## src/rtl/sw_alloc_pkg.sv

```systemverilog
// sw_alloc_pkg: shared sizes, port index type and output FSM encoding for the switch allocator.
package sw_alloc_pkg;
   localparam int NPORT = 5;
   localparam int PORTW = 3;
   typedef logic [PORTW-1:0] port_t;
   localparam port_t PTR_RST = port_t'(NPORT - 1);
   typedef enum logic {IDLE = 1'b0, LOCKED = 1'b1} state_e;
   function automatic port_t rr_idx(input port_t p, input int k);
      return port_t'((int'(p) + k) % NPORT);
   endfunction
endpackage

```

## src/rtl/sw_alloc_rr_arb.sv

```systemverilog
// rr_arb: combinational round-robin picker; scans from ptr+1 upward with wrap-around.
module rr_arb
   import sw_alloc_pkg::*;
(
   input  logic [NPORT-1:0] req,
   input  port_t            ptr,
   output logic [NPORT-1:0] gnt,
   output port_t            idx,
   output logic             vld
);
   always_comb begin
      gnt = '0;
      idx = '0;
      vld = 1'b0;
      for (int k = 1; k <= NPORT; k++) begin
         if (!vld && req[rr_idx(ptr, k)]) begin
            gnt[rr_idx(ptr, k)] = 1'b1;
            idx = rr_idx(ptr, k);
            vld = 1'b1;
         end
      end
   end
endmodule

```

## src/rtl/sw_alloc.sv

```systemverilog
// sw_alloc: per-output packet-locking switch allocator; one round-robin picker and
// one IDLE/LOCKED FSM per output, grants decoded straight from the owner registers.
module sw_alloc
   import sw_alloc_pkg::*;
(
   input  logic                   clk,
   input  logic                   rst_,
   input  logic [NPORT-1:0]       req,
   input  logic [NPORT*PORTW-1:0] port,
   input  logic [NPORT-1:0]       ivalid,
   input  logic [NPORT-1:0]       tail,
   input  logic [NPORT-1:0]       abort,
   input  logic [NPORT-1:0]       ordy,
   output logic [NPORT*NPORT-1:0] grt,
   output logic [NPORT-1:0]       busy
);
   state_e           state_q [NPORT];
   state_e           state_d [NPORT];
   port_t            owner_q [NPORT];
   port_t            owner_d [NPORT];
   port_t            ptr_q   [NPORT];
   port_t            ptr_d   [NPORT];
   logic [NPORT-1:0] cand    [NPORT];
   logic [NPORT-1:0] win_gnt [NPORT];
   port_t            win_idx [NPORT];
   logic [NPORT-1:0] win_vld;
   logic [NPORT-1:0] held;
   logic [NPORT-1:0] claimed;

   always_comb begin
      grt  = '0;
      busy = '0;
      held = '0;
      for (int o = 0; o < NPORT; o++) begin
         busy[o] = state_q[o] == LOCKED;
         for (int i = 0; i < NPORT; i++) begin
            if (busy[o] && owner_q[o] == port_t'(i)) begin
               grt[i*NPORT+o] = 1'b1;
               held[i]        = 1'b1;
            end
         end
      end
   end

   // Out-of-range port values never match any output index, so they are never candidates.
   always_comb begin
      for (int o = 0; o < NPORT; o++) begin
         cand[o] = '0;
         for (int i = 0; i < NPORT; i++)
            cand[o][i] = req[i] && port[i*PORTW +: PORTW] == port_t'(o) && !held[i] && ordy[o];
      end
   end

   for (genvar o = 0; o < NPORT; o++) begin : g_arb
      rr_arb u_arb (
         .req (cand[o]),
         .ptr (ptr_q[o]),
         .gnt (win_gnt[o]),
         .idx (win_idx[o]),
         .vld (win_vld[o])
      );
   end

   // Lower output indices claim inputs first; a later output picking a claimed input stays IDLE.
   always_comb begin
      claimed = '0;
      for (int o = 0; o < NPORT; o++) begin
         state_d[o] = state_q[o];
         owner_d[o] = owner_q[o];
         ptr_d[o]   = ptr_q[o];
         if (state_q[o] == LOCKED) begin
            if ((ivalid[owner_q[o]] && tail[owner_q[o]]) || abort[owner_q[o]])
               state_d[o] = IDLE;
         end else if (win_vld[o] && (claimed & win_gnt[o]) == '0) begin
            state_d[o] = LOCKED;
            owner_d[o] = win_idx[o];
            ptr_d[o]   = win_idx[o];
            claimed    = claimed | win_gnt[o];
         end
      end
   end

   always_ff @(posedge clk or negedge rst_) begin
      if (!rst_) begin
         for (int o = 0; o < NPORT; o++) begin
            state_q[o] <= IDLE;
            owner_q[o] <= '0;
            ptr_q[o]   <= PTR_RST;
         end
      end else begin
         for (int o = 0; o < NPORT; o++) begin
            state_q[o] <= state_d[o];
            owner_q[o] <= owner_d[o];
            ptr_q[o]   <= ptr_d[o];
         end
      end
   end
endmodule

```

## config.mk

```make
export PLATFORM = sky130hd
export DESIGN_NAME = sw_alloc
export DESIGN_NICKNAME = d
export VERILOG_FILES = /design/src/rtl/sw_alloc_pkg.sv /design/src/rtl/sw_alloc_rr_arb.sv /design/src/rtl/sw_alloc.sv
export SDC_FILE = /design/constraint.sdc
export NUM_CORES = 1
export LEC_CHECK = 0
export ABC_AREA = 0
export CAP_MARGIN = 0
export CELL_PAD_IN_SITES_DETAIL_PLACEMENT = 0
export CELL_PAD_IN_SITES_GLOBAL_PLACEMENT = 1
export CORE_AREA = 3 3 158 160
export CTS_BUF_LIST = sky130_fd_sc_hd__clkbuf_4 sky130_fd_sc_hd__clkbuf_8
export DETAILED_ROUTE_END_ITERATION = 8
export DIE_AREA = 0 0 161 163
export GPL_TIMING_DRIVEN = 1
export HOLD_SLACK_MARGIN = 0.02
export PLACE_DENSITY_LB_ADDON = 0.1
export SKIP_LAST_GASP = 1
export SYNTH_ARGS = -nofsm -noshare
export SYNTH_HDL_FRONTEND = slang
export SYNTH_SLANG_ARGS = --single-unit
```

## constraint.sdc

```tcl
create_clock -name clk -period 5.1 [get_ports clk]
set_clock_uncertainty 0.05 [all_clocks]
set_input_delay 0.51 -clock clk [delete_from_list [all_inputs] [get_ports clk]]
set_output_delay 0.51 -clock clk [all_outputs]
set_load 0.02 [all_outputs]
```

==> results.md, run 1 <==
Critical path:
- In this run the worst setup path begins at owner_q[10]$_DFFE_PN0P_.
- The data required time at the worst endpoint is 5.28 ns.
- The type of the worst setup path is reg -> reg.
- In this design, the stage delay of the slowest critical-path cell is 0.54 ns.
- The cell count of the worst reg-to-reg path is 17.
- The biggest fanout along the worst timing path is 9.
- The source of the worst register-to-register timing path is owner_q[10]$_DFFE_PN0P_.
- The critical path goes through inv_1 -> ha_1 -> xnor2_1 -> inv_1 -> ha_1 -> nor2_1 -> a21oi_1 -> xnor2_1 -> ha_1 -> nand2b_1 -> a21oi_2 -> mux2i_1 -> o32ai_1 -> a21o_1 -> or3_1 -> o221a_1 -> o2bb2ai_1.
- Among the stages of the critical path, the cell type that occurs most often is ha_1.
- STA classifies the critical path endpoint as a register.
- The master of the slowest instance on the critical path is dfrtp_1.
- The setup check on the worst reg-to-reg path leaves a slack of 0.36 ns.
- The reg-to-reg endpoint is owner_q[9]$_DFFE_PN0P_.
- The worst setup path is launched from a register.
- The critical path arrival is 4.91 ns.

Yosys:
- The number of synthesized flops with an enable pin is 0.
- For this run, the leading register cell type out of synthesis is dfrtp_1.
- Of the synthesized area, sequential elements account for 0.0636.
- The net count of the mapped netlist is 1508.
- In the synthesized netlist, the cells that appear most often are 141 x ha_1, 103 x inv_1, 87 x nand2_1, 85 x a21oi_1, 83 x nor2_1.
- The share of synthesized registers carrying an async set or reset is 1.00.
- Synthesis instantiated 105 different standard cells from the library.
- By instance count, the leading cell after synthesis is ha_1.
- By area the synthesized netlist is led by ha_1 18%, dfrtp_1 5.0%, a21oi_1 4.3%, inv_1 3.9%, mux2i_1 3.8%.
- The number of warnings issued by yosys is 0.
- The cell taking the most area after synthesis is ha_1.
- The synthesized design contains 25 register bits.
- The cell area after synthesis is 9930 um^2.
- The number of instances in the synthesized netlist is 1322.
- The portion of synthesized cell area occupied by the leading cell type is 0.178.
- Dividing the synthesized area by the synthesized cell count gives 7.51 um^2.

Global routing:
- The number of antenna violations at the first check in global routing is 3.
- The total global routing overflow is 0.
- The number of global-route vias before repair was 9673.
- Entering global routing, the biggest net connects 33 pins.
- The overall track demand over capacity in global routing is 0.235.
- The first global-routing pass estimated 51.1 mm of wire.

Layout:
- The area of all placed cells without fillers is 11300 um^2.
- At the end of the flow, the number of nets in the layout was 1584.
- The signed area change from the synthesized netlist to the final layout is 14.0%.
- In the final layout, the share of cells above drive strength 1 is 0.104.

STA:
- Setup repair after global routing could not meet its margin everywhere.
- Dividing the final minimum period by the clock period gives 0.929.
- The headroom to the max-slew limit is 0.435.
- At the pin with the least slew margin, the transition time is 0.847 ns.
- The max-slew violation count is 0.
- Timing would allow up to 211 MHz.
- The final count of hold timing violations is 0.
- The final number of setup-violating endpoints is 0.
- The final setup TNS is 0 ns.
- The final critical path time including I/O delays and setup is 4.74 ns.

Floorplan:
- The placeable core region is 23500 um^2.
- The row count is 56.
- For this configuration, the core starts out at a cell density of 0.422.
- The die is 163 um tall.
- The die boundary width is 161 um.
- The die area is 26200 um^2.
- The boundary pin count is 72.

Worst hold path:
- The min-delay analysis places its worst path in the category in -> async.

Clocking:
- The longest clock path from root to sink contains 2 buffers.
- Clock-pin slew was measured on the worst setup and hold paths at 0.11 ns.
- The tree built by TritonCTS fans out to 25 sinks.
- In this run the clock root is driven by a clkbuf_8.
- The H-tree level count is 1.
- TritonCTS built the clock tree.
- The clock network latency to the later pin of the worst-skew pair is 0.29 ns.
- Clock tree synthesis inserted a total of 3 buffers.

Run status:
- The flow ran to the end, and the final reports show no timing, DRC or antenna violations.

Routing:
- Dividing the detail-routed wire length by the instance count gives 18.6 um.
- For this block, the routed nets add up to 32.0 mm of wire.
- The number of remaining DRC errors is 0.
- Before antenna repair, the detailed router went through 7 iterations.
- Dividing the detail-routed via count by the number of cells gives 6.03.
- The routed layout has 10300 vias.
- The DRC violation total after the first TritonRoute iteration is 734.
- The number of nets with antenna violations after routing is 0.

Placement:
- The wire-length estimate of the detail-placed layout is 25.9 mm.
- The placed instances occupy a cell area of 11200 um^2.
- The count of buffers inserted at the top-level ports is 71.
- The weighted congestion reported at the end of routability-driven placement is 0.926.

Flow run:
- The reported max-cap violation count is 0.
==> cells by family after synthesis <==
| family | after synthesis | share of synthesized area |
|---|---|---|
| buffers and inverters | 170 | 0.0658 |
| multiplexers | 70 | 0.0871 |
| AO/OA/AOI/OAI | 398 | 0.290 |
| adder cells (fa/ha/maj) | 145 | 0.185 |
| flip-flops | 25 | 0.0636 |
| AND/OR/NAND/NOR | 464 | 0.262 |
| XOR/XNOR | 50 | 0.0470 |
==> worst max-delay path: cells and delay by family, from the launching register on <==
| family | cells | cell delay (ns) |
|---|---|---|
| buffers and inverters | 2 | 0.34 |
| muxes | 1 | 0.34 |
| adders and majority gates | 3 | 0.84 |
| AOI/OAI and AO/OA | 6 | 1.20 |
| DFF | 1 | 0.54 |
| xor gates and xnor gates | 2 | 0.78 |
| and+or+nand+nor | 3 | 0.58 |
==> through the flow <==
stage	hold WS, ns	setup slack, ns	instances	util
global route	0.582	-0.00868	1717	0.481
finish	0.547	0.364	1717	0.481
floorplan	0.164	0.0280	1322	-
global placement	0.558	0.262	1712	0.477
CTS	0.561	0.270	1716	0.479
detailed placement	0.556	0.293	1712	0.477
==> cells in the final DEF, fill, tap and decap left out, types with 11 or more instances in the layout <==
master	count
nor4_1	20
and3_1	14
a31oi_1	14
a21oi_1	84
a21o_1	17
o21a_1	18
nor2b_1	14
or2_2	13
nor3b_1	11
dfrtp_1	19
and3b_1	18
nand3_1	26
inv_1	103
or3_1	11
nand3b_1	20
nor2_1	83
nor3_1	42
xnor2_1	41
o21ai_0	52
nand2b_1	38
ha_1	141
o31ai_1	15
nand2_1	87
or4_1	15
clkdlybuf4s50_1	71
mux4_2	11
o211ai_1	17
o221ai_1	13
mux2i_1	38
buf_4	56
mux2_2	19
==> sequential cells by signal, summed over array words and instances, names as in the netlist <==
register and cells:
busy 5, owner_q 15, ptr_q 5
==> metal layers <==
metal	wire length, um	up-vias	global-route usage
met2	14500	270	0.395
met5	17	-	0
met3	1670	48	0.0298
met4	747	4	0.0559
met1	15000	4904	0.322
li1	-	5120	-
==> worst max-delay path by stage <==
stage / to / slack [ns] / cells after the start
2_1_floorplan: owner_q[13]$_DFFE_PN0P_ / 0.03 / 19
4_1_cts: owner_q[13]$_DFFE_PN0P_ / 0.27 / 16
3_5_place_dp: owner_q[13]$_DFFE_PN0P_ / 0.29 / 16
3_3_place_gp: owner_q[12]$_DFFE_PN0P_ / 0.26 / 18
6_report: owner_q[9]$_DFFE_PN0P_ / 0.36 / 17
5_1_grt: owner_q[13]$_DFFE_PN0P_ / -0.009 / 16
==> final cells by class <==
type                       count  area, um^2
tap                          319         399
fill                        2460       12200
timing repair buffer         127        1130
clock buffer                   4        48.8
inverter                     114         428
antenna                        1        2.50
multi-input combinational   1127        8680
sequential                    25         633
==> repair_timing <==
| action | 4_1_cts | 5_1_grt |
|---|---|---|
| setup endpoints to repair | 0 | 11 |
| gates resized for setup | 0 | 5 |
| setup buffers | 0 | 0 |
| hold buffers | 0 | 0 |
Power of run 1 is not shown: default switching activity piles up to over one toggle a cycle in this logic, so the estimate is an artifact.
==> run 2: changes to the inputs <==
--- a/config.mk
+++ b/config.mk
@@ -9,10 +9,10 @@
 export CAP_MARGIN = 0
 export CELL_PAD_IN_SITES_DETAIL_PLACEMENT = 0
 export CELL_PAD_IN_SITES_GLOBAL_PLACEMENT = 1
-export CORE_AREA = 3 3 158 160
+export CORE_AREA = 3 3 145 147
 export CTS_BUF_LIST = sky130_fd_sc_hd__clkbuf_4 sky130_fd_sc_hd__clkbuf_8
 export DETAILED_ROUTE_END_ITERATION = 8
-export DIE_AREA = 0 0 161 163
+export DIE_AREA = 0 0 148 150
 export GPL_TIMING_DRIVEN = 1
 export HOLD_SLACK_MARGIN = 0.02
 export PLACE_DENSITY_LB_ADDON = 0.1
==> constraint.sdc (replaced) <==
create_clock -name clk -period 6 [get_ports clk]
set_clock_uncertainty 0.05 [all_clocks]
set_input_delay 0.6 -clock clk [delete_from_list [all_inputs] [get_ports clk]]
set_output_delay 0.6 -clock clk [all_outputs]
set_load 0.02 [all_outputs]
==> run 2 against run 1 <==
Compared with the run above: global-route usage rose by 2.8 points; setup slack improved by 0.16 ns; cell area fell by 2.9%; sequential share of layout area rose by 0.15 points; critical path type unchanged; via count fell by 1.2%; core utilization rose by 6.8 points.
==> results.md, run 2 (synthesized netlist as in run 1, its figures left out) <==
Placement:
- The placed wire-length estimate is 24.5 mm (-5.7%).
- The weighted congestion reported at the end of routability-driven placement is 0.940 (+1.6%).
- The total cell area at the placement stage is 10900 um^2 (-2.6%).
- The count of buffers inserted at the top-level ports came to 71 (unchanged).

Clocking:
- The number of clock sinks is 25 (unchanged).
- The CTS buffer count is 3 (unchanged).
- The cts-stage hold buffer count is 0 (unchanged).
- The clock network latency to the later pin of the worst-skew pair came to 0.28 ns (about the same).
- The clock transition at the registers of the reported paths is 0.10 ns (about the same).
- The H-tree level count is 1 (unchanged).
- CTS placed an instance of clkbuf_8 at the clock tree root.
- The clock tree from TritonCTS is built.
- The clock tree buffer depth is 2 (unchanged).

Routing:
- The number of remaining DRC errors is 0 (unchanged).
- The total wire length after detailed routing is 30.4 mm (-4.9%).
- The via count is 10200 (-1.2%).
- The DRC violation total after the first TritonRoute iteration came to 650 (-11%).
- The average vias per placed instance was 6.25 (+3.7%).
- The number of nets with antenna violations after routing is 0 (unchanged).
- The average detailed-routed wire length per instance came to 18.6 um (-0.29%).
- The count of TritonRoute iterations in the first routing pass is 5 (-2).

Critical path:
- The data required time at the worst endpoint was 6.12 ns (+0.84 ns).
- The critical path goes through clkinvlp_4 -> ha_1 -> xnor2_1 -> inv_2 -> ha_1 -> nor2_1 -> a211oi_1 -> nor3_1 -> inv_1 -> ha_1 -> nor2b_1 -> o32ai_1 -> mux2_2 -> a31oi_1 -> a22oi_1 -> nor3_1 -> a221oi_1 -> nor4bb_1 -> o22ai_1.
- The critical path arrival came to 5.59 ns (+0.68 ns).
- Among all stages on the critical path, the largest delay is contributed by dfrtp_1.
- STA classifies the critical path startpoint as a register.
- The cell occurring most often along the worst timing path is ha_1.
- The type of the worst setup path is reg -> reg.
- The delay of the slowest critical-path stage came to 0.62 ns (+0.08 ns).
- The worst setup path is captured at a register.
- The biggest fanout along the worst timing path came to 10 (+1).

Global routing:
- The number of global-route vias before repair is 9350 (-3.3%).
- The global-route wire length before repair is 48.8 mm (-4.5%).
- The number of antenna violations at the first check in global routing came to 3 (unchanged).
- The total global routing overflow is 0 (unchanged).
- The overall track demand over capacity in global routing is 0.263 (+0.0280).
- The maximum number of pins on one net before global-route repair came to 31 (-6.1%).

STA:
- Setup repair after global routing left no endpoint under its margin.
- The final count of hold timing violations came to 0 (unchanged).
- The headroom to the max-slew limit is 0.326 (-0.109).
- The maximum frequency from static timing analysis came to 183 MHz (-14%).
- The final setup TNS came to 0 ns (unchanged).
- The final critical path time including I/O delays and setup is 5.48 ns (+0.741 ns).
- The pin slew with the least headroom to its limit is 1.01 ns (+0.161 ns).
- The final period utilization came to 0.913 (-0.0158).
- The final number of setup-violating endpoints was 0 (unchanged).
- The max-slew violation count was 0 (unchanged).

Layout:
- The flip-flop count of the largest register after layout is 15 (unchanged).
- The net total in the final layout came to 1554 (-1.9%).
- The fraction of layout instances using a drive strength above 1 is 0.0812 (-0.0226).
- Compared with the post-synthesis result, the final layout area differs by 10.8%.
- The number of antenna cells inserted is 0 (-1).
- Leaving out fill and tap cells, the most frequent cell in the layout is ha_1.
- The area of all placed cells without fillers is 11000 um^2 (-2.9%).
- The top cell types in the final layout, fill and taps aside, are 141 x ha_1, 103 x inv_1, 87 x nand2_1.
- The number of filler cells placed in the layout is 2000 (-19%).
- The register containing the most flip-flops in the final layout is owner_q.

Floorplan:
- The die area is 22200 um^2 (-15%).
- The row count is 52 (-7.1%).
- The boundary pin count is 72 (unchanged).
- The vertical die dimension is 150 um (-8.0%).
- The die boundary width is 148 um (-8.1%).
- The starting density of the core was 0.496 (+0.0737).
- The placeable core region is 20000 um^2 (-15%).

Flow run:
- The reported max-cap violation count was 0 (unchanged).

Run status:
- The run finished with clean final reports.

Worst hold path:
- The type of the worst min-delay path is reg -> reg.
## run 2: stage by stage
stage | worst slack (ns) | cells | hold slack (ns) | util
4_1_cts | 0.589 | 1637 | 0.588 | 0.549
5_1_grt | 0.0277 | 1637 | 0.617 | 0.549
2_1_floorplan | 0.840 | 1322 | 0.254 | -
3_5_place_dp | 0.636 | 1633 | 0.567 | 0.546
6_report | 0.523 | 1637 | 0.586 | 0.549
3_3_place_gp | 0.867 | 1633 | 0.562 | 0.546
## run 2: final timing paths
path | startpoint | end | slack, ns | cells past startpoint
max | owner_q[7]$_DFFE_PN0P_ | owner_q[6]$_DFFE_PN0P_ | 0.52 | 19
min | owner_q[8]$_DFFE_PN0P_ | owner_q[8]$_DFFE_PN0P_ | 0.59 | 1
max reg2reg | owner_q[7]$_DFFE_PN0P_ | owner_q[6]$_DFFE_PN0P_ | 0.52 | 19
min reg2reg | owner_q[8]$_DFFE_PN0P_ | owner_q[8]$_DFFE_PN0P_ | 0.59 | 1
max in group asynchronous | rst_ | ptr_q[11]$_DFFE_PN1P_ | 4.94 | 2
min in group asynchronous | rst_ | owner_q[6]$_DFFE_PN0P_ | 0.65 | 2
## run 2: metal layers
metal  global-route usage  vias to the layer above  routed length (um)
li1                     -                     5071                   -
met1                0.367                     4794               14300
met2                0.425                      288               13400
met3               0.0403                       65                1690
met4               0.0721                        6                 949
met5                    0                        -                  24
## run 2: worst max-delay path: cells and delay by family (launching register included)
family                   cells  cell delay (ns)
buffers and inverters        3             0.56
adder cells (fa/ha/maj)      3             0.81
XOR/XNOR                     1             0.32
multiplexers                 1             0.45
flip-flops                   1             0.62
AO/OA/AOI/OAI                6             1.29
AND/OR/NAND/NOR              5             1.27
## run 2: cell type report
| cell class | instances | area [um^2] | share of cell area |
|---|---|---|---|
| Multi-Input combinational cell | 1127 | 8640 | 0.786 |
| Timing Repair Buffer | 97 | 906 | 0.0824 |
| Sequential cell | 25 | 632 | 0.0575 |
| Inverter | 114 | 432 | 0.0392 |
| Tap cell | 270 | 338 | 0.0307 |
| Clock buffer | 3 | 41.3 | 0.00375 |
| Clock inverter | 1 | 5.00 | 0.000455 |
## run 2: timing repair
item / in CTS / in global routing
endpoints found under the setup margin: 0 / 1
buffers inserted: 0 / 0
gates resized for setup: 0 / 1
Power of run 2 is left out for the same reason.
==> run 3: changes to the inputs <==
--- a/config.mk
+++ b/config.mk
@@ -16,6 +16,7 @@
 export GPL_TIMING_DRIVEN = 1
 export HOLD_SLACK_MARGIN = 0.02
 export PLACE_DENSITY_LB_ADDON = 0.1
+export SETUP_SLACK_MARGIN = 0.5
 export SKIP_LAST_GASP = 1
 export SYNTH_ARGS = -nofsm -noshare
 export SYNTH_HDL_FRONTEND = slang
==> run 3 against run 2 <==
Compared with the run above: critical endpoint unchanged; sequential share of layout area about the same; non-clock buffer count unchanged; setup slack improved by 0.34 ns; cell area increased by 0.35%; critical path depth unchanged; first-iteration DRC count increased by 4.9%; die area unchanged.
==> results.md, run 3 (synthesized netlist as in run 1, its figures left out) <==
Run status:
- The flow ran to the end, and the final reports show no timing, DRC or antenna violations.

Clocking:
- The H-tree level count came to 1 (unchanged).
- The cts-stage hold buffer count came to 0 (unchanged).
- The number of buffers added for setup after CTS is 0 (unchanged).
- The clock tree buffer depth came to 2 (unchanged).
- The buffer cell driving the clock tree root is clkbuf_8.
- The clock tree from TritonCTS is built.
- The clock transition at the registers of the reported paths came to 0.10 ns (about the same).
- The number of clock sinks is 25 (unchanged).
- The clock network latency to the later pin of the worst-skew pair is 0.28 ns (about the same).
- The CTS buffer count is 3 (unchanged).
- The number of gates resized after cts is 0 (unchanged).

Placement:
- The count of buffers inserted at the top-level ports came to 71 (unchanged).
- The pre-CTS worst setup slack is 0.636 ns (unchanged).
- The placed wire-length estimate came to 24.5 mm (unchanged).
- The weighted congestion reported at the end of routability-driven placement came to 0.940 (unchanged).

STA:
- The final worst setup slack is 0.865 ns (+0.342 ns).
- Setup repair after global routing could not meet its margin everywhere.
- The headroom to the max-slew limit came to 0.338 (+0.0113).
- The pin slew with the least headroom to its limit is 0.991 ns (-0.0169 ns).
- The final count of hold timing violations is 0 (unchanged).
- The maximum frequency from static timing analysis is 195 MHz (+6.7%).
- The final setup TNS came to 0 ns (unchanged).
- The max-slew violation count was 0 (unchanged).
- The final number of setup-violating endpoints is 0 (unchanged).
- The final period utilization is 0.856 (-0.0570).
- The final critical path time including I/O delays and setup is 5.13 ns (-0.342 ns).

Floorplan:
- The vertical die dimension came to 150 um (unchanged).
- The boundary pin count is 72 (unchanged).
- The starting density of the core is 0.496 (unchanged).
- The die boundary width was 148 um (unchanged).
- The placeable core region was 20000 um^2 (unchanged).
- The die area is 22200 um^2 (unchanged).
- The row count came to 52 (unchanged).

Critical path:
- STA classifies the critical path startpoint as a register.
- The data required time at the worst endpoint came to 6.12 ns (about the same).
- The cell occurring most often along the worst timing path is ha_1.
- In this design, the largest share of critical-path delay is due to simple AND/OR/NAND/NOR gates.
- The biggest fanout along the worst timing path is 10 (unchanged).
- STA classifies the critical path endpoint as a register.
- The delay of the slowest critical-path stage was 0.52 ns (-0.10 ns).
- The number of buffers and inverters on the critical path came to 3 (unchanged).
- The critical path arrival is 5.25 ns (-0.34 ns).
- The setup path with the least slack is of type reg -> reg.
- On the critical path, the stage with the largest delay is an instance of dfrtp_2.
- Traced cell by cell, the critical path runs through clkinvlp_4 -> ha_1 -> xnor2_1 -> inv_2 -> ha_1 -> nor2_1 -> a211oi_1 -> nor3_1 -> inv_1 -> ha_1 -> nor2b_1 -> o32ai_2 -> mux2_2 -> a31oi_1 -> a22oi_1 -> nor3_1 -> a221oi_1 -> nor4bb_1 -> o22ai_1.

Routing:
- The count of TritonRoute iterations in the first routing pass came to 5 (unchanged).
- The average detailed-routed wire length per instance came to 18.6 um (+0.32%).
- The DRC violation total after the first TritonRoute iteration came to 682 (+4.9%).
- The average vias per placed instance came to 6.26 (+0.30%).
- The number of nets with antenna violations after routing is 0 (unchanged).
- The via count is 10300 (+0.30%).
- The number of remaining DRC errors is 0 (unchanged).
- The total wire length after detailed routing is 30.5 mm (+0.32%).

Layout:
- In the layout the commonest cells are 141 x ha_1, 103 x inv_1, 87 x nand2_1.
- The flip-flop count of the largest register after layout is 15 (unchanged).
- The library cell used most frequently in the layout, excluding fill and tap cells, is ha_1.
- The net total in the final layout is 1554 (unchanged).
- The register with the most flip-flops in the final layout is owner_q.
- The signed area change from the synthesized netlist to the final layout is 11.2%.
- The final standard cell utilization of the core is 0.551 (+0.00194).
- The fraction of layout instances using a drive strength above 1 is 0.0871 (+0.00585).
- The number of antenna cells inserted is 0 (unchanged).

Global routing:
- The number of antenna violations at the first check in global routing is 3 (unchanged).
- The maximum number of pins on one net before global-route repair is 31 (unchanged).
- The total global routing overflow is 0 (unchanged).
- The number of global-route vias before repair is 9350 (unchanged).
- The overall track demand over capacity in global routing is 0.263 (unchanged).
- The global-route wire length before repair is 48.8 mm (unchanged).

Flow run:
- The reported max-cap violation count is 0 (unchanged).

Worst hold path:
- The type of the worst min-delay path is reg -> reg.
run 3: routing by layer:
layer | vias to the layer above | wire length [um] | global-route usage | share of wire
li1 | 5068 | - | - | -
met1 | 4827 | 14200 | 0.367 | 0.47
met2 | 292 | 13500 | 0.425 | 0.44
met3 | 62 | 1770 | 0.0403 | 0.058
met4 | 6 | 966 | 0.0721 | 0.032
met5 | - | 30 | 0 | 0.00098
run 3: worst paths after layout:
check	startpoint	end	slack, ns	depth (start not counted)
min in group asynchronous	rst_	owner_q[6]$_DFFE_PN0P_	0.65	2
max	owner_q[7]$_DFFE_PN0P_	owner_q[6]$_DFFE_PN0P_	0.87	19
min reg2reg	owner_q[8]$_DFFE_PN0P_	owner_q[8]$_DFFE_PN0P_	0.60	1
max in group asynchronous	rst_	ptr_q[11]$_DFFE_PN1P_	4.94	2
max reg2reg	owner_q[7]$_DFFE_PN0P_	owner_q[6]$_DFFE_PN0P_	0.87	19
min	owner_q[8]$_DFFE_PN0P_	owner_q[8]$_DFFE_PN0P_	0.60	1
run 3: through the flow:
| step | cell area (um^2) | instances | hold slack, ns |
|---|---|---|---|
| floorplan | 9930 | 1322 | 0.254 |
| global placement | 10900 | 1633 | 0.562 |
| detailed placement | 10900 | 1633 | 0.567 |
| CTS | 11000 | 1637 | 0.588 |
| global route | 11000 | 1637 | 0.617 |
| finish | 11000 | 1637 | 0.599 |
run 3: final cells by class:
cell class | count | area, um^2
Fill cell | 1992 | 9000
Multi-Input combinational cell | 1127 | 8680
Timing Repair Buffer | 97 | 906
Sequential cell | 25 | 634
Inverter | 114 | 432
Tap cell | 270 | 338
Clock buffer | 3 | 41.3
Clock inverter | 1 | 5.00
Power of run 3 is left out for the same reason.
